<file path="src/rtl/cpu_run_ctrl.sv">
// Run/step sequencer for the 16-bit single-cycle CPU: gates CPU enable, drives CPU reset, tracks halt cause.
// Optional breakpoint support (bp_addr/bp_valid ports, cause 100) when RUN_CTRL_BREAKPOINT_EN is defined.
module cpu_run_ctrl #(
  parameter int unsigned PC_W     = 16,
  parameter int unsigned CYC_W    = 16,
  parameter logic [3:0]  HALT_OPC = 4'b1111,
  parameter int unsigned RST_CYC  = 2
) (
  input  logic             clk,
  input  logic             reset,
  input  logic             start,
  input  logic             step,
  input  logic             resume,
  input  logic             stop,
  input  logic [CYC_W-1:0] cycle_limit,
  input  logic [PC_W-1:0]  pc,
  input  logic [15:0]      instruction,
`ifdef RUN_CTRL_BREAKPOINT_EN
  input  logic [PC_W-1:0]  bp_addr,
  input  logic             bp_valid,
`endif
  output logic             cpu_en,
  output logic             cpu_rst,
  output logic             busy,
  output logic             done,
  output logic [2:0]       halt_cause,
  output logic [CYC_W-1:0] cycle_count
);

  localparam int unsigned RC_W = (RST_CYC > 1) ? $clog2(RST_CYC) : 1;

  localparam logic [2:0] CAUSE_NONE  = 3'b000;
  localparam logic [2:0] CAUSE_OPC   = 3'b001;
  localparam logic [2:0] CAUSE_LIMIT = 3'b010;
  localparam logic [2:0] CAUSE_STOP  = 3'b011;
  localparam logic [2:0] CAUSE_BP    = 3'b100;

  typedef enum logic [2:0] {
    S_IDLE, S_RSTCPU, S_RUN, S_STEP, S_HALTED
  } state_t;

  state_t          state;
  logic [RC_W-1:0] rst_cnt;
  logic            skip_bp;
  logic            is_halt_opc;
  logic            limit_hit;
  logic            bp_hit;

  assign is_halt_opc = (instruction[15:12] == HALT_OPC);
  // Equality compare: a limit lowered below the current count never fires.
  assign limit_hit   = (cycle_limit != '0) && (cycle_count == cycle_limit);

`ifdef RUN_CTRL_BREAKPOINT_EN
  // Suppressed for the first RUN cycle after resume so the CPU can leave the breakpoint.
  assign bp_hit = bp_valid && (pc == bp_addr) && !skip_bp;
`else
  logic unused_bp;
  assign bp_hit    = 1'b0;
  assign unused_bp = ^{pc, skip_bp, CAUSE_BP};
`endif

  // CPU enable is decided in the same cycle the instruction is presented.
  always_comb begin
    cpu_en = 1'b0;
    case (state)
      S_RUN:   cpu_en = !is_halt_opc && !limit_hit && !bp_hit;
      S_STEP:  cpu_en = !is_halt_opc;
      default: cpu_en = 1'b0;
    endcase
  end

  always_ff @(posedge clk) begin
    if (reset) begin
      state       <= S_IDLE;
      rst_cnt     <= '0;
      skip_bp     <= 1'b0;
      cpu_rst     <= 1'b1;
      busy        <= 1'b0;
      done        <= 1'b0;
      halt_cause  <= CAUSE_NONE;
      cycle_count <= '0;
    end else begin
      done <= 1'b0;
      if (cpu_en && (cycle_count != '1))
        cycle_count <= cycle_count + CYC_W'(1);

      case (state)
        S_IDLE: begin
          if (start) begin
            state       <= S_RSTCPU;
            rst_cnt     <= '0;
            skip_bp     <= 1'b0;
            busy        <= 1'b1;
            halt_cause  <= CAUSE_NONE;
            cycle_count <= '0;
          end
        end

        S_RSTCPU: begin
          if (rst_cnt == RC_W'(RST_CYC - 1)) begin
            state   <= S_RUN;
            cpu_rst <= 1'b0;
          end else begin
            rst_cnt <= rst_cnt + RC_W'(1);
          end
        end

        S_RUN: begin
          skip_bp <= 1'b0;
          if (is_halt_opc || limit_hit || bp_hit || stop) begin
            state <= S_HALTED;
            busy  <= 1'b0;
            done  <= 1'b1;
            if (is_halt_opc)    halt_cause <= CAUSE_OPC;
            else if (limit_hit) halt_cause <= CAUSE_LIMIT;
`ifdef RUN_CTRL_BREAKPOINT_EN
            else if (bp_hit)    halt_cause <= CAUSE_BP;
`endif
            else                halt_cause <= CAUSE_STOP;
          end
        end

        S_STEP: begin
          state      <= S_HALTED;
          busy       <= 1'b0;
          done       <= 1'b1;
          halt_cause <= is_halt_opc ? CAUSE_OPC : CAUSE_NONE;
        end

        S_HALTED: begin
          // Start beats resume beats step.
          if (start) begin
            state       <= S_RSTCPU;
            rst_cnt     <= '0;
            skip_bp     <= 1'b0;
            cpu_rst     <= 1'b1;
            busy        <= 1'b1;
            halt_cause  <= CAUSE_NONE;
            cycle_count <= '0;
          end else if (resume) begin
            state      <= S_RUN;
            skip_bp    <= 1'b1;
            busy       <= 1'b1;
            halt_cause <= CAUSE_NONE;
          end else if (step) begin
            state <= S_STEP;
            busy  <= 1'b1;
          end
        end

        default: begin
          state   <= S_IDLE;
          cpu_rst <= 1'b1;
          busy    <= 1'b0;
        end
      endcase
    end
  end

endmodule

</file>
<file path="config.mk">
export PLATFORM = sky130hd
export DESIGN_NAME = cpu_run_ctrl
export DESIGN_NICKNAME = d
export VERILOG_FILES = /design/src/rtl/cpu_run_ctrl.sv
export SDC_FILE = /design/constraint.sdc
export NUM_CORES = 1
export LEC_CHECK = 0
export BUFFER_PORTS_ARGS = -buffer_cell sky130_fd_sc_hd__buf_2
export CORE_UTILIZATION = 42
export CTS_CLUSTER_DIAMETER = 40
export DETAILED_ROUTE_END_ITERATION = 8
export HOLD_SLACK_MARGIN = 0.12
export PLACE_DENSITY = 0.76
export SYNTH_ARGS = -nofsm -noshare
export SYNTH_HDL_FRONTEND = slang
export SYNTH_SLANG_ARGS = --single-unit
</file>
<file path="constraint.sdc">
create_clock -name clk -period 1.8 [get_ports clk]
set_clock_uncertainty 0.1 [all_clocks]
set_input_delay 0.27 -clock clk [delete_from_list [all_inputs] [get_ports clk]]
set_output_delay 0.27 -clock clk [all_outputs]
set_load 0.02 [all_outputs]
</file>
==> metrics.cfg, run 1 <==
[clocking]
cts_buffers = 3
clk_path_buf_depth = 2
cts.clk_slew.worst_paths_ns = 0.09
cts_sinks = 25
h-tree-depth = 1
cts_tree = yes
holdBufCountCts = 0
clkLatencyLatePin_ns = 0.27
ctsRootBufferMaster = clkbuf_8

[global_route]
overflow = 0
grt_pass1_vias = 1844
grt_usage_pct = 26.1
grt_pass1_wl_um = 8360
antenna_found_initial = 0
grt_start_max_net_pins = 15

[floorplanning]
pin_count = 77
coreArea_mm2 = 0.00369
initial_utilization_pct = 44.4
die_y_um = 64.4
fp.dieW_um = 64.4
dieArea_mm2 = 0.00415
core.rowCount = 22

[cells_and_area]
final_util_pct = 71.8
synthToLayoutAreaGrowth_pct = 61.8
final_nets = 354
diodes = 0
drive_gt1_share_pct = 57.0
layout_common_cells = buf_2, buf_4, a21oi_1, dfxtp_4, nand3_1

[setup_path]
rrSetupSlack_ns = -0.26
critPathRequiredTime_ns = 1.43
cp_slowest_cell = nor4_2
endpoint_kind = primary output
critPathKind = flop to primary output
r2r_start = cycle_count[0]
start_kind = flop
crit_arrival_ns = 1.76
r2r-end = cycle_count[7]
reg2regPathDepth = 8
cpPeakStageDelay_ns = 0.40
crit_fanout = 3
crit_chain = xor2_1 > nor4_2 > nand3_1 > nor2_2 > nor2_1 > buf_2

[yosys]
avgSynthCellArea_um2 = 8.27
synth_adder_area_share_pct = 0.764
synthTopCellsByArea = dfxtp_1, xor2_1, a21oi_1
synth-simple-area-share_pct = 31.6
synth_top_flop_cell = dfxtp_1
synthArstFlopShare_pct = 0
ys_warn_count = 0
synth_xor_area_share_pct = 9.09
yosysUniqueCellTypes = 53
yosysTopAreaCellShare_pct = 30.6
synthesis.instances = 198
synth_top_family_by_area = simple AND/OR/NAND/NOR gates
synth_nets = 253
synth_area_mm2 = 0.00164
synth_compound_area_share_pct = 20.8
synth_enable_flop_cells = 0
synth-seq-cells = 25
ys_seq_area_share_pct = 30.6
synthMuxAreaShare_pct = 3.13
synth_top_area_cell = dfxtp_1

[drt]
firstDrtPassIters = 4
drt_drc_violations_left = 0
drt_iter0_drc = 117
viasPerCell = 5.58
vias = 1929
ant_nets = 0
wire_per_inst_um = 16.0
routed_wl_um = 5530

[timing]
fin_ws_ns = -0.328
finalMaxSlewViolations = 0
setup_viol = 23
clock.fmax_mhz = 470
fin_crit_ns = 2.13
fin_crit_sh_pct = 118
finalHoldViolations = 0
rsz0062_at_grt = yes
hold_ws_ns = 0.219

[placed_design]
place_hpwl_um = 3600
numPortBuffers = 47
gp_congestion = 0.807

[worst_hold_path]
hold_path.class = input pin to flop
hold_path_end = rst_cnt
min_path_cells = 2
worstHoldStart = reset

[pwr]
ir_worst_vdd_mv = 0.328
power.leakage_nw = 1.10
power_density_mw_per_mm2 = 652

[run_status]
status = finished, violations left
violations = setup timing

[flow_run]
maxCapViolCount = 0

[worst max path at each step]
| stage | from | endpoint | slack [ns] | cells past startpoint |
|---|---|---|---|---|
| CTS | cycle_count[1] | cpu_en | -0.22 | 6 |
| global route | cycle_count[0] | cpu_en | -0.42 | 6 |
| finish | cycle_count[0] | cpu_en | -0.33 | 6 |
| detailed placement | cycle_limit[8] | cycle_count[11] | -0.23 | 7 |
| global placement | cycle_limit[3] | cycle_count[11] | -0.21 | 7 |
| floorplan | cycle_count[0] | cycle_count[7] | -0.06 | 7 |
[report_power, final]
part           switching [mW]  internal, mW
Sequential             0.0281         0.590
Clock                   0.188         0.159
Combinational           0.417         0.346
Total                   0.634          1.10
[worst max-delay path, delay by kind of cell (launching register included)]
| family | cells | cell delay (ns) |
|---|---|---|
| DFF | 1 | 0.37 |
| and+or+nand+nor | 4 | 0.82 |
| xor gates and xnor gates | 1 | 0.15 |
| buffers and inverters | 1 | 0.15 |
[kinds of logic (layout without fill, tap and decap cells)]
| kind of cell | Yosys count | in the layout |
|---|---|---|
| compound gates | 49 | 49 |
| xor+xnor | 17 | 17 |
| fa+ha+maj | 1 | 1 |
| buf+inv | 13 | 113 |
| flops | 25 | 25 |
| mux | 5 | 5 |
| other cells | 1 | 1 |
| simple gates | 87 | 87 |
[what timing repair did]
action	4_1_cts	5_1_grt
buffers inserted	10	7
cloned	0	0
hold endpoints to repair	0	0
resized for setup	27	26
pin swaps	27	13
endpoints found under the setup margin	22	23
[per-stage QoR]
step	TNS, ns	cells	total power [mW]	worst slack [ns]	instance area [um2]
2_1_floorplan	-0.167	198	1.05	-0.0642	1710
3_3_place_gp	-2.89	328	1.29	-0.215	2270
3_5_place_dp	-3.53	328	1.31	-0.226	2270
4_1_cts	-1.39	342	1.69	-0.218	2490
5_1_grt	-6.52	346	1.84	-0.424	2650
6_report	-4.48	346	1.73	-0.328	2650
[area by class of cell]
type | count | area [um2]
Multi-Input combinational cell | 160 | 1270
Fill cell | 296 | 1040
Tap cell | 48 | 60.1
Inverter | 5 | 18.8
Timing Repair Buffer | 104 | 701
Clock buffer | 4 | 45.0
Sequential cell | 25 | 551
[flip-flops by register name (all words and copies together) (netlist names)]
signal and flops:
rst_cnt 1, halt_cause 2, cycle_count 16, busy 1, state 3, done 1, cpu_rst 1
[metal layers]
metal,part of all wire (%),track usage (%)
met5,0,0
met4,3.0,12.5
met3,4.6,3.70
met2,51,44.6
met1,42,31.9
[cells in the mapped netlist, drive strengths merged, types with 5 or more instances]
library cell   n
a21oi         19
dfxtp         25
inv            5
nand2         11
nand3         12
nand4          7
nor2          11
nor3           5
nor4           8
o21ai         12
or3            9
xor2          16
No activity file was read; power rests on OpenSTA's default activity.
==> inputs of run 2 (changes only) <==
CORE_UTILIZATION = 46   (was 42)
PLACE_DENSITY = 0.79   (was 0.76)
clock period = 2.4 ns   (was 1.8 ns; I/O delays follow)
==> run 2 against run 1 <==
Against the previous run:
- the run now ends clean
- clock-buffer cell count fell by 1
- design area fell by 24%
- cell count fell by 14%
- clock power fell by 43%
- setup slack improved by 0.41 ns
- combinational power fell by 47%
- hold slack improved by 0.036 ns
- sequential share of layout area rose by 4.5 points
- critical path type unchanged
==> metrics.cfg, run 2 (same netlist as run 1, synthesis figures left out) <==
[run_status]
status = finished, final reports clean

[cells_and_area]
synthToLayoutAreaGrowth_pct = 23.7
drive_gt1_share_pct = 35.7  ; -21 points
reg_top3 = cycle_count: 16 flops, state: 3 flops, halt_cause: 2 flops
final_nets = 308  ; -13%
fin_cells = 298  ; -14%
largest_reg_flops = 16  ; unchanged
diodes = 0  ; unchanged
final_util_pct = 60.2  ; -12 points
registers.top_by_ff_count = cycle_count
layout_common_cells = buf_2, a21oi_1, xor2_1, dfxtp_1
layout_commonest_cell = buf_2

[clocking]
ctsRootBufferMaster = clkbuf_4
cts_tree = yes
holdBufCountCts = 0  ; unchanged
h-tree-depth = 1  ; unchanged
cts_sinks = 25  ; unchanged
cts_buffers = 3  ; unchanged
cts.clk_slew.worst_paths_ns = 0.14  ; +0.05 ns
clk_path_buf_depth = 2  ; unchanged
clkLatencyLatePin_ns = 0.33  ; +0.06 ns

[global_route]
grt_pass1_vias = 1379  ; -25%
antenna_found_initial = 0  ; unchanged
grt_start_max_net_pins = 18  ; +3
grt_pass1_wl_um = 6290  ; -25%
overflow = 0  ; unchanged
grt_usage_pct = 22.2  ; -3.9 points

[floorplanning]
pin_count = 77  ; unchanged
dieArea_mm2 = 0.00380  ; -8.4%
coreArea_mm2 = 0.00336  ; -8.8%
core.rowCount = 21  ; -4.5%
fp.dieW_um = 61.7  ; -4.3%
die_y_um = 61.7  ; -4.3%
initial_utilization_pct = 48.7  ; +4.3 points

[setup_path]
crit_path_start = cycle_count[9]
critPathRequiredTime_ns = 1.94  ; +0.51 ns
reg2regPathDepth = 8  ; unchanged
critPathKind = flop to primary output
start_kind = flop
r2r-end = halt_cause[1]
crit_arrival_ns = 1.86  ; +0.10 ns
crit_fanout = 7  ; +4
endpoint_kind = primary output
timing.critical_path.to = cpu_en
r2r_start = cycle_count[13]
rrSetupSlack_ns = 0.20  ; +0.46 ns

[placed_design]
pre_cts_slack_ns = 0.0415  ; +0.268 ns
place_hpwl_um = 2970  ; -18%
dp.cells = 287  ; -13%
numPortBuffers = 47  ; unchanged
gp_congestion = 0.834  ; +3.4%

[timing]
clock.fmax_mhz = 431
tightestPinTransition_ns = 0.531
slew_headroom_pct = 64.6
fin_crit_sh_pct = 96.6
fin_crit_ns = 2.32
finalHoldViolations = 0  ; unchanged
fin_ws_ns = 0.0822  ; +0.410 ns
setup_viol = 0  ; -100%
finalMaxSlewViolations = 0  ; unchanged

[drt]
routed_wl_um = 4190  ; -24%
vias = 1675  ; -13%
firstDrtPassIters = 4  ; unchanged
ant_nets = 0  ; unchanged
wire_per_inst_um = 14.0  ; -12%
viasPerCell = 5.62  ; +0.82%
drt_drc_violations_left = 0  ; unchanged
drt_iter0_drc = 129  ; +10%

[pwr]
p_total_mw = 1.11  ; -36%
ir_worst_vdd_mv = 0.385  ; +18%
power_density_mw_per_mm2 = 548  ; -16%
power.leakage_nw = 0.820  ; -26%

[flow_run]
maxCapViolCount = 0  ; unchanged

[worst_hold_path]
hold_path.class = input pin to flop

## run 2: cell type report
| type | instances | area (um2) |
|---|---|---|
| repair buffers | 58 | 318 |
| inverters | 5 | 18.8 |
| clock inverters | 1 | 5.00 |
| well taps | 46 | 57.6 |
| multi-input cells | 160 | 1090 |
| flip-flops and latches | 25 | 513 |
| clock buffers | 3 | 22.5 |
| fillers | 334 | 1340 |
## run 2: where the power goes
group	total (mW)	internal [mW]	switching (mW)
Sequential	0.509	0.455	0.0533
Combinational	0.404	0.168	0.236
Clock	0.197	0.0626	0.134
Total	1.11	0.686	0.424
## run 2: how the worst min path moves through the flow
stage | startpoint | endpoint | slack, ns | cells after the start
floorplan | rst_cnt | rst_cnt | 0.38 | 2
global placement | halt_cause[0] | halt_cause[0] | 0.37 | 2
detailed placement | halt_cause[0] | halt_cause[0] | 0.37 | 2
CTS | reset | rst_cnt | 0.24 | 2
global route | reset | rst_cnt | 0.23 | 2
finish | reset | rst_cnt | 0.26 | 2
## run 2: layer usage
layer  share of wire, %  global-route usage, %
met2                 47                   35.6
met1                 46                   29.9
met4               0.96                   6.67
met3                6.8                   4.62
met5                  0                      0
## run 2: timing repair
item | CTS | global route
setup endpoints to repair | 1 | 1
setup buffers | 3 | 4
hold endpoints to repair | 0 | 0
pin swaps | 3 | 3
gates resized for setup | 2 | 11
## run 2: metrics by stage
stage / TNS (ns) / hold WS [ns] / area [um2]
final: 0 / 0.255 / 2030
after global routing: -0.0108 / 0.228 / 2030
after CTS: 0 / 0.239 / 1970
after detailed placement: 0 / 0.368 / 1920
after global placement: 0 / 0.370 / 1920
after floorplan: 0 / 0.377 / 1640
## run 2: worst max-delay path: stages (launching register included)
cell and delay [ns]:
dfxtp_2 0.38, xor2_1 0.15, nor4_2 0.41, nand3_2 0.19, nor2_4 0.18, nor2_1 0.05, buf_2 0.16
